`src/rtl/cla32_rr_sched_pkg.sv`:
```
// Shared types and widths for the round-robin scheduler around the shared CLA32 adder.
package cla_sched_pkg;

  localparam int CLA_W = 32;
  localparam int SUM_W = 33;
  localparam int CNT_W = 16;

  typedef enum logic [1:0] {
    IDLE = 2'd0,
    CALC = 2'd1,
    HOLD = 2'd2
  } sched_state_t;

endpackage

```
`src/rtl/cla32_rr_sched_if.sv`:
```
// Request/response bundle between the requesting blocks (master) and the scheduler (slave).
interface cla32_rr_sched_if #(
  parameter int N_REQ = 4,
  parameter int ID_W  = 2
);

  logic [N_REQ-1:0]                        req_valid;
  logic [N_REQ-1:0]                        req_ready;
  logic [N_REQ*cla_sched_pkg::CLA_W-1:0]   req_a;
  logic [N_REQ*cla_sched_pkg::CLA_W-1:0]   req_b;
  logic                                    rsp_valid;
  logic                                    rsp_ready;
  logic [cla_sched_pkg::SUM_W-1:0]         rsp_sum;
  logic [ID_W-1:0]                         rsp_id;
  logic                                    busy;
  logic [cla_sched_pkg::CNT_W-1:0]         ops_done;

  modport master (
    output req_valid, req_a, req_b, rsp_ready,
    input  req_ready, rsp_valid, rsp_sum, rsp_id, busy, ops_done
  );

  modport slave (
    input  req_valid, req_a, req_b, rsp_ready,
    output req_ready, rsp_valid, rsp_sum, rsp_id, busy, ops_done
  );

endinterface

```
`src/rtl/cla32.sv`:
```
// Existing 32-bit carry-lookahead adder: 4-bit lookahead groups joined by a group-carry chain.
module CLA32 (
  input  logic [31:0] a,
  input  logic [31:0] b,
  input  logic        cin,
  output logic [31:0] sum,
  output logic        cout
);

  logic [31:0] g;
  logic [31:0] p;
  logic [7:0]  gg;
  logic [7:0]  gp;
  logic [8:0]  gc;

  assign g = a & b;
  assign p = a ^ b;

  for (genvar k = 0; k < 8; k++) begin : g_grp
    logic [3:0] gk;
    logic [3:0] pk;
    logic [3:0] ck;

    assign gk = g[4*k +: 4];
    assign pk = p[4*k +: 4];

    assign gg[k] = gk[3] | (pk[3] & gk[2]) | (pk[3] & pk[2] & gk[1])
                 | (pk[3] & pk[2] & pk[1] & gk[0]);
    assign gp[k] = &pk;

    // In-group carries are computed from the group carry-in only, not from each other.
    assign ck[0] = gc[k];
    assign ck[1] = gk[0] | (pk[0] & gc[k]);
    assign ck[2] = gk[1] | (pk[1] & gk[0]) | (pk[1] & pk[0] & gc[k]);
    assign ck[3] = gk[2] | (pk[2] & gk[1]) | (pk[2] & pk[1] & gk[0])
                 | (pk[2] & pk[1] & pk[0] & gc[k]);

    assign sum[4*k +: 4] = pk ^ ck;
  end

  always_comb begin
    gc[0] = cin;
    for (int k = 0; k < 8; k++) begin
      gc[k+1] = gg[k] | (gp[k] & gc[k]);
    end
  end

  assign cout = gc[8];

endmodule

```
`src/rtl/cla32_rr_sched_rr_pick.sv`:
```
// Combinational round-robin picker: first set req_valid bit at or above rr_ptr, modulo N_REQ.
module rr_pick #(
  parameter int N_REQ = 4,
  parameter int ID_W  = 2
) (
  input  logic [N_REQ-1:0] req_valid,
  input  logic [ID_W-1:0]  rr_ptr,
  output logic [N_REQ-1:0] grant_oh,
  output logic [ID_W-1:0]  grant_idx,
  output logic             any
);

  logic [ID_W:0] pos;

  always_comb begin
    // NOTE: every output gets a default before the loop so no path leaves it unassigned (no latch).
    grant_oh  = '0;
    grant_idx = '0;
    any       = 1'b0;
    pos       = '0;
    // Walk from the farthest offset back to rr_ptr so the nearest valid requester wins last.
    for (int off = N_REQ - 1; off >= 0; off--) begin
      pos = {1'b0, rr_ptr} + (ID_W+1)'(off);
      if (pos >= (ID_W+1)'(N_REQ)) begin
        pos = pos - (ID_W+1)'(N_REQ);
      end
      if (req_valid[pos[ID_W-1:0]]) begin
        grant_idx = pos[ID_W-1:0];
        any       = 1'b1;
      end
    end
    grant_oh[grant_idx] = any;
  end

endmodule

```
`src/rtl/cla32_rr_sched.sv`:
```
// Shares one CLA32 among N_REQ requesters: grant in IDLE, add in CALC, hold the result in HOLD.
module cla32_rr_sched
  import cla_sched_pkg::*;
#(
  parameter int N_REQ = 4,
  parameter int ID_W  = 2
) (
  input  logic             clk,
  input  logic             rst_n,
  cla32_rr_sched_if.slave  bus
);

  sched_state_t     state;
  logic [ID_W-1:0]  rr_ptr;
  logic [ID_W-1:0]  next_ptr;
  logic [ID_W-1:0]  op_id;
  logic [ID_W-1:0]  grant_idx;
  logic [N_REQ-1:0] grant_oh;
  logic             any_req;
  logic             accept;
  logic [CLA_W-1:0] op_a;
  logic [CLA_W-1:0] op_b;
  logic [CLA_W-1:0] sel_a;
  logic [CLA_W-1:0] sel_b;
  logic [CLA_W-1:0] cla_sum;
  logic             cla_cout;
  logic             rsp_valid;
  logic [SUM_W-1:0] rsp_sum;
  logic [ID_W-1:0]  rsp_id;
  logic [CNT_W-1:0] ops_done;

  rr_pick #(.N_REQ(N_REQ), .ID_W(ID_W)) u_pick (
    .req_valid (bus.req_valid),
    .rr_ptr    (rr_ptr),
    .grant_oh  (grant_oh),
    .grant_idx (grant_idx),
    .any       (any_req)
  );

  assign accept   = (state == IDLE) && any_req;
  assign next_ptr = (grant_idx == ID_W'(N_REQ - 1)) ? '0 : grant_idx + ID_W'(1);

  always_comb begin
    sel_a = '0;
    sel_b = '0;
    for (int i = 0; i < N_REQ; i++) begin
      if (grant_idx == ID_W'(i)) begin
        sel_a = bus.req_a[i*CLA_W +: CLA_W];
        sel_b = bus.req_b[i*CLA_W +: CLA_W];
      end
    end
  end

  // NOTE: operand registers are pure datapath and carry no reset; state guarantees they are loaded before use.
  always_ff @(posedge clk) begin
    if (accept) begin
      op_a <= sel_a;
      op_b <= sel_b;
    end
  end

  CLA32 u_cla (
    .a    (op_a),
    .b    (op_b),
    .cin  (1'b0),
    .sum  (cla_sum),
    .cout (cla_cout)
  );

  // NOTE: all state updates use non-blocking assignments so every register sees pre-edge values.
  always_ff @(posedge clk) begin
    if (!rst_n) begin
      state     <= IDLE;
      rr_ptr    <= '0;
      op_id     <= '0;
      rsp_valid <= 1'b0;
      rsp_sum   <= '0;
      rsp_id    <= '0;
      ops_done  <= '0;
    end else begin
      case (state)
        IDLE: begin
          if (any_req) begin
            op_id  <= grant_idx;
            rr_ptr <= next_ptr;
            state  <= CALC;
          end
        end
        CALC: begin
          rsp_sum   <= {cla_cout, cla_sum};
          rsp_id    <= op_id;
          rsp_valid <= 1'b1;
          state     <= HOLD;
        end
        HOLD: begin
          if (rsp_valid && bus.rsp_ready) begin
            rsp_valid <= 1'b0;
            ops_done  <= ops_done + CNT_W'(1);
            state     <= IDLE;
          end
        end
        default: state <= IDLE;
      endcase
    end
  end

  // Grants are suppressed while reset is held, independent of the current state register.
  assign bus.req_ready = (rst_n && state == IDLE) ? grant_oh : '0;
  assign bus.rsp_valid = rsp_valid;
  assign bus.rsp_sum   = rsp_sum;
  assign bus.rsp_id    = rsp_id;
  assign bus.busy      = (state != IDLE);
  assign bus.ops_done  = ops_done;

endmodule

```
`src/flat_wrapper.sv`:
```
// flat-port wrapper written by rule: the top's interface ports become plain ports
module cla32_rr_sched_flat import cla_sched_pkg::*;
#(
  parameter int N_REQ = 4,
  parameter int ID_W  = 2
)
  (clk, rst_n, bus_req_valid, bus_req_a, bus_req_b, bus_rsp_ready, bus_req_ready, bus_rsp_valid, bus_rsp_sum, bus_rsp_id, bus_busy, bus_ops_done);
  cla32_rr_sched_if #(.N_REQ(N_REQ), .ID_W(ID_W)) bus_i ();
  input  logic clk;
  input  logic rst_n;
  input wire logic [$bits(bus_i.req_valid)-1:0] bus_req_valid;
  input wire logic [$bits(bus_i.req_a)-1:0] bus_req_a;
  input wire logic [$bits(bus_i.req_b)-1:0] bus_req_b;
  input wire logic [$bits(bus_i.rsp_ready)-1:0] bus_rsp_ready;
  output wire logic [$bits(bus_i.req_ready)-1:0] bus_req_ready;
  output wire logic [$bits(bus_i.rsp_valid)-1:0] bus_rsp_valid;
  output wire logic [$bits(bus_i.rsp_sum)-1:0] bus_rsp_sum;
  output wire logic [$bits(bus_i.rsp_id)-1:0] bus_rsp_id;
  output wire logic [$bits(bus_i.busy)-1:0] bus_busy;
  output wire logic [$bits(bus_i.ops_done)-1:0] bus_ops_done;
  assign bus_i.req_valid = bus_req_valid;
  assign bus_i.req_a = bus_req_a;
  assign bus_i.req_b = bus_req_b;
  assign bus_i.rsp_ready = bus_rsp_ready;
  assign bus_req_ready = bus_i.req_ready;
  assign bus_rsp_valid = bus_i.rsp_valid;
  assign bus_rsp_sum = bus_i.rsp_sum;
  assign bus_rsp_id = bus_i.rsp_id;
  assign bus_busy = bus_i.busy;
  assign bus_ops_done = bus_i.ops_done;
  cla32_rr_sched #(.N_REQ(N_REQ), .ID_W(ID_W)) u_core (.clk(clk), .rst_n(rst_n), .bus(bus_i));
endmodule
```
`config.mk`:
```
export PLATFORM = sky130hd
export DESIGN_NAME = cla32_rr_sched_flat
export DESIGN_NICKNAME = d
export VERILOG_FILES = /design/src/rtl/cla32_rr_sched_pkg.sv /design/src/rtl/cla32_rr_sched_if.sv /design/src/rtl/cla32.sv /design/src/rtl/cla32_rr_sched_rr_pick.sv /design/src/rtl/cla32_rr_sched.sv /design/src/flat_wrapper.sv
export SDC_FILE = /design/constraint.sdc
export NUM_CORES = 1
export LEC_CHECK = 0
export ABC_AREA = 1
export CORE_MARGIN = 3
export CORE_UTILIZATION = 48
export DETAILED_ROUTE_END_ITERATION = 6
export GPL_ROUTABILITY_DRIVEN = 0
export PLACE_DENSITY = 0.94
export SLEW_MARGIN = 20
export SYNTH_ARGS = -nofsm -noshare
export SYNTH_HDL_FRONTEND = slang
export SYNTH_HIERARCHICAL = 1
export SYNTH_SLANG_ARGS = --single-unit
export TNS_END_PERCENT = 30
```
`constraint.sdc`:
```
create_clock -name clk -period 6.78 [get_ports clk]
set_input_delay 1.356 -clock clk [delete_from_list [all_inputs] [get_ports clk]]
set_output_delay 1.356 -clock clk [all_outputs]
set_load 0.05 [all_outputs]
```
## After elaboration in Yosys (flattened, before gate mapping)

Index checks and enable logic that the tools add are counted.

| word-level totals | value |
|---|---|
| bits of input ports | 263 |
| bits in read-only memories | 0 |
| bits in registers | 122 |
| memory bits (writable) | 0 |
| latch bits | 0 |
| word-level logic and storage cells | 292 |
| memories | 0 |
| output and inout bits | 57 |

| cells by class | value |
|---|---|
| equal/unequal tests | 7 |
| shift operators | 0 |
| divide/modulo/power cells | 0 |
| multiplexer cells | 37 |
| $mul | 0 |
| reduce and logical (&&, ||, !) cells | 19 |
| order comparisons | 10 |
| bitwise operators | 201 |
| add/sub/neg operators | 9 |

Operators with widths:

| kind | count |
|---|---|
| 32-bit two-way mux | 8 |
| 1-bit bitwise AND | 114 |
| 1-bit OR | 76 |
| 32-bit bitwise AND | 1 |
| 32-bit XOR | 1 |
| 4-bit XOR | 8 |
| 4-bit AND reduction | 7 |
| 2-bit two-way mux | 11 |
| 16-bit by 1-bit adder with 16-bit output (second input constant) | 1 |
| 2-bit by 3-bit less-than comparator with 1-bit output (second input constant) | 5 |
| 1-bit two-way mux | 10 |
| 3-bit greater-or-equal comparator (second input constant) | 3 |
| 1-bit binary-select mux with 2-bit select | 4 |
| 2-bit AND reduction | 4 |
| 2-bit by 1-bit subtractor with 2-bit output (second input constant) | 4 |
| 2-bit by 2-bit adder with 3-bit output (second input constant) | 2 |
| 2-bit equality test (second input constant) | 3 |
| 2-bit case mux with 3 select lines | 1 |
| 4-bit bitwise AND | 1 |
| 2-bit by 1-bit equality test with 1-bit output (second input constant) | 2 |
| 1-bit logical AND | 4 |
| 2-bit logical NOT | 2 |
| 4-bit two-way mux | 1 |
| 2-bit by 1-bit != test with 1-bit output (second input constant) | 2 |
| 7 further kinds | 8 |

## Depth between registers and ports, before layout

| logic depth | value |
|---|---|
| word-level depth | 20 |
| mapped depth | 23 |
| mapped depth without buffers | 23 |

## Hierarchy

Netlist, hierarchy kept.

By module, submodules not included:

| module | instances | area an instance (µm²) | sequential area each (µm²) | cells each |
|---|---|---|---|---|
| cla32_rr_sched | 1 | 6329.8 | 3083.0 | 815 |
| CLA32 | 1 | 1360.1 | 0.0 | 184 |
| rr_pick | 1 | 241.5 | 0.0 | 55 |

## Worst setup path after synthesis

Ideal clock, no wire load.

| timing | value |
|---|---|
| path type | input -> output |
| from | input bus_req_valid[0] |
| to | output bus_req_ready[1] |
| stages on the path | 12 |
| required time | 5.424 ns |
| arrival | 2.718 ns |
| setup slack | 2.706 ns |
| buffers on the path | 0 |
| cell sequence | inv_1 -> o21ai_1 -> nand2_1 -> nand2_1 -> inv_1 -> nand2_1 -> nand2_1 -> nand2_2 -> nand2_1 -> inv_1 -> inv_1 -> nor2_1 |

| between the ends | value |
|---|---|
| longest elaborated chain between the ends | 12 |
| elaborated cells on any way between the ends | 23 |
| those cells by class | 2 x order compare; 19 x mux; 1 x bitwise; 1 x reduce/logical |

RTL lines:

| item | RTL line | text |
|---|---|---|
| start: declaration | flat_wrapper.sv:11 | `input wire logic [$bits(bus_i.req_valid)-1:0] bus_req_valid;` |
| 1-bit binary-select mux with 2-bit select | cla32_rr_sched_rr_pick.sv:27 | `if (req_valid[pos[ID_W-1:0]]) begin` |
| 1-bit two-way mux (not written as such) | cla32_rr_sched_rr_pick.sv:27 |  |
| 2-bit two-way mux (3 in series) | cla32_rr_sched_rr_pick.sv:27 |  |
| 2-bit two-way mux (*) | cla32_rr_sched_rr_pick.sv:27 |  |
| named net u_core.grant_idx[0] | cla32_rr_sched.sv:17 | `logic [ID_W-1:0] grant_idx;` |
| 2-bit by 3-bit less-than comparator with 1-bit output (not written as such) / 2-bit by 1-bit greater-or-equal comparator with 1-bit output (equally long branches) | cla32_rr_sched_rr_pick.sv:32 | `grant_oh[grant_idx] = any;` |
| 1-bit logical AND (not written as such) | cla32_rr_sched_rr_pick.sv:32 |  |
| 1-bit two-way mux (not written as such) | cla32_rr_sched_rr_pick.sv:32 |  |
| 1-bit demux with 2-bit select (*) | cla32_rr_sched_rr_pick.sv:32 |  |
| 4-bit bitwise AND (no source line) (*) | - |  |
| named net u_core.grant_oh[1] | cla32_rr_sched.sv:18 | `logic [N_REQ-1:0] grant_oh;` |
| 4-bit two-way mux (*) | cla32_rr_sched.sv:108 | `assign bus.req_ready = (rst_n && state == IDLE) ? grant_oh : '0;` |
| end: declaration | flat_wrapper.sv:15 | `output wire logic [$bits(bus_i.req_ready)-1:0] bus_req_ready;` |

The timed path passes the listed nets; every way through them passes the cells marked *. The select of a mux whose other input is x is not followed.

## Worst setup path in the final report

Same ends and word-level chain as after synthesis.

==> flow_metrics.tcl <==
set metrics [dict create \
    outcome "complete, no violations" \
    grt_overflow_total 0 \
    grt_max_degree 80 \
    fmax_ghz 0.193 \
    ant_nets 0 \
    post_drt_wl_per_cell_um 17.0 \
    crit_path_start_kind "primary input" \
    critPathMaxFanout 6 \
    cts.path.max_buffers 2 \
    synth-seq-cells 122 \
    postCtsSetupBuffers 0 \
    startpoint "bus_req_valid[0]" \
    synth.distinct_cells 37 \
    reg2regPathDepth 13 \
    start_util_pct 49.6 \
    dpl_cell_area_mm2 0.0112 \
    grt_antenna_before_repair 1 \
    clock_latency_ps 420 \
    cp_slowest_stage_delay_ps 820 \
    holdBufCountCts 0 \
    die_w_um 135 \
    drc 0 \
    min-delay-start "u_core/op_id[1]" \
    coreArea_mm2 0.0160 \
    pin_count 320 \
    first_pass_iters 6 \
    row_count 46 \
    first_iter_violations 670 \
    r2r-start "u_core/rr_ptr[0]" \
    timing.setup.tns_ps 0 \
    die_y_um 135 \
    crit_required_ps 5420 \
    worstReg2RegEnd "u_core/op_b[1]" \
    dieArea_mm2 0.0181 \
    finalCritPeriodShare_pct 76.4 \
    avgViaCountPerCell 5.44 \
    layout-area-overhead-vs-synth_pct 49.7 \
    cp-end-kind "primary output" \
    syn_area_mm2 0.00793 \
    cts_tree "done" \
    cts_made_buffers 17 \
    grt_pass1_wl_mm 40.9 \
    h-tree-depth 4 \
    cp_cell_sequence "clkdlybuf4s50_1 > inv_1 > o21ai_1 > nand2_1 > nand2_1 > inv_1 > nand2_1 > nand2_1 > nand2_2 > nand2_1 > inv_1 > inv_1 > nor2_1 > clkdlybuf4s50_1" \
    path_clk_slew_ps 50 \
    path_class "primary input to primary output" \
    portBuffers 319 \
    power_density_mw_per_mm2 590 \
    final_cell_area_mm2 0.0119 \
    leakagePower_nw 4.94 \
    hold_ws_ps 485 \
    cts_root_buffer "clkbuf_16" \
    post_route_cells_drive_above_1_share_pct 5.74 \
    grt_pass1_vias 8554 \
    hold_viol_final 0 \
    worst_pin_slew_ps 909 \
    setup_viol 0 \
    synthCells 1054 \
    syn_area_per_cell_um2 7.53 \
    rsz0062_at_grt "false" \
    synth_area_leaders "edfxtp_1 (24%), dfxtp_1 (15%), nand2_1 (10%), a21oi_1 (9.7%), nor2_1 (9.0%)" \
    wirelength_mm 26.8 \
    synth_warnings 6 \
    maxCapViolCount 0 \
    finalMaxSlewViolations 0 \
    reg2reg_setup_slack_ps 3190 \
    endpoint "bus_req_ready[1]" \
    cp_slowest_cell "clkdlybuf4s50_1" \
    synth_seq_area_share_pct 38.9 \
    synthDominantCellAreaShare_pct 24.2 \
    routed-via-count 8577 \
    cts_resized 0 \
    ir_worst_vdd_mv 0.369 \
    fin_crit_ps 5180 \
    min_path_type "register to register" \
    track_usage_pct 28.5 \
    cts.sinks 122 \
    skew_ps 11.3 \
    hpwl_mm 19.2 \
    cp_common_cell "nand2_1" \
    synth_top_cell_by_area "edfxtp_1" \
    crit_arrival_ps 3820 \
    nets 1655 \
    antenna_cells 0 \
    max_slew_margin_pct 39.4 \
    fin_util_pct 74.2 \
]
## cells in the mapped netlist (all sizes together)
cell type and number:
dfxtp 58, ha 37, xor2 15, a22oi 1, clkinv 1, nand3 29, xnor2 8, fa 8
o21bai 1, a21o 64, nand4 4, nor3 2, nand2 240, o21ai 48, edfxtp 64, inv 60
a211oi 3, buf 28, conb 1, a21oi 157, nor3b 1, nor2 197, clkbuf 25, a21boi 1
and2 1
## through the flow
step	instances	total power, W	setup WS [ps]
floorplan	1055	0.00476	2710
CTS	1576	0.00697	1670
global route	1576	0.00750	1500
finish	1576	0.00700	1600
global placement	1544	0.00580	1820
detailed placement	1544	0.00596	1700
## per-layer routing
layer	up-vias	GRT usage (%)	part of all wire [%]
met5	-	0	0.049
met4	2	14.4	4.4
met3	87	7.27	8.1
met2	496	51.5	51
met1	3917	30.7	37
li1	4075	-	-
## critical path: cells and delay by family
| family | cells | cell delay, ps |
|---|---|---|
| buffers and inverters | 6 | 1510 |
| and+or+nand+nor | 7 | 740 |
| AOI/OAI and AO/OA | 1 | 210 |
## worst min path at each step
stage                                 to  slack [ps]  depth (start not counted)
floorplan           u_core/bus.rsp_id[1]         450                          2
global placement    u_core/bus.rsp_id[1]         460                          2
detailed placement  u_core/bus.rsp_id[1]         480                          2
CTS                 u_core/bus.rsp_id[1]         480                          2
global route             u_core/op_id[0]         510                          2
finish              u_core/bus.rsp_id[1]         480                          2
## sequential cells by signal (all words and copies together) (netlist names)
signal                count
u_core/bus.rsp_sum       33
u_core/op_id              2
u_core/rr_ptr             2
u_core/op_b              32
u_core/bus.rsp_id         2
u_core/bus.ops_done      16
u_core/state              2
u_core/bus.rsp_valid      1
u_core/op_a              32
## layout make-up
type,count,area (um^2)
clock inverter,5,75.1
multi-input combinational,819,4410
inverter,61,229
fill,1184,4130
clock buffer,27,557
tap,216,270
timing repair buffer,326,3250
sequential,122,3080
## cells by family (layout without fill, tap and decap cells)
group	after synthesis	after routing	share of synthesized area (%)
AND/OR/NAND/NOR	474	474	25.0
AO/OA/AOI/OAI	275	275	19.8
flip-flops	122	122	38.9
buffers and inverters	114	419	5.84
adder cells (fa/ha/maj)	45	45	7.86
XOR/XNOR	23	23	2.54
other	1	2	0.0473
## report_power, final
group	total (W)	switching [W]	internal (W)
sequential	0.00151	0.000166	0.00134
clock	0.000950	0.000315	0.000635
combinational	0.00454	0.00288	0.00166
## cell usage in the layout (no fill, tap or decap), types with 2 or more instances in the layout
cell type and count:
a211oi_1 2, a21o_1 64, a21oi_1 154, a21oi_2 3, buf_4 6, bufinv_16 2, clkbuf_1 4, clkbuf_16 20
clkbuf_8 3, clkdlybuf4s50_1 318, clkinv_2 3, conb_1 2, dfxtp_1 58, edfxtp_1 64, fa_1 8, ha_1 34
ha_2 2, inv_1 55, inv_2 5, nand2_1 220, nand2_2 12, nand2_4 8, nand3_1 27, nand3_2 2
nand4_1 4, nor2_1 191, nor2_4 5, o21ai_0 45, o21ai_1 3, xnor2_1 8, xor2_1 15
No activity file was read; power rests on OpenSTA's default activity.
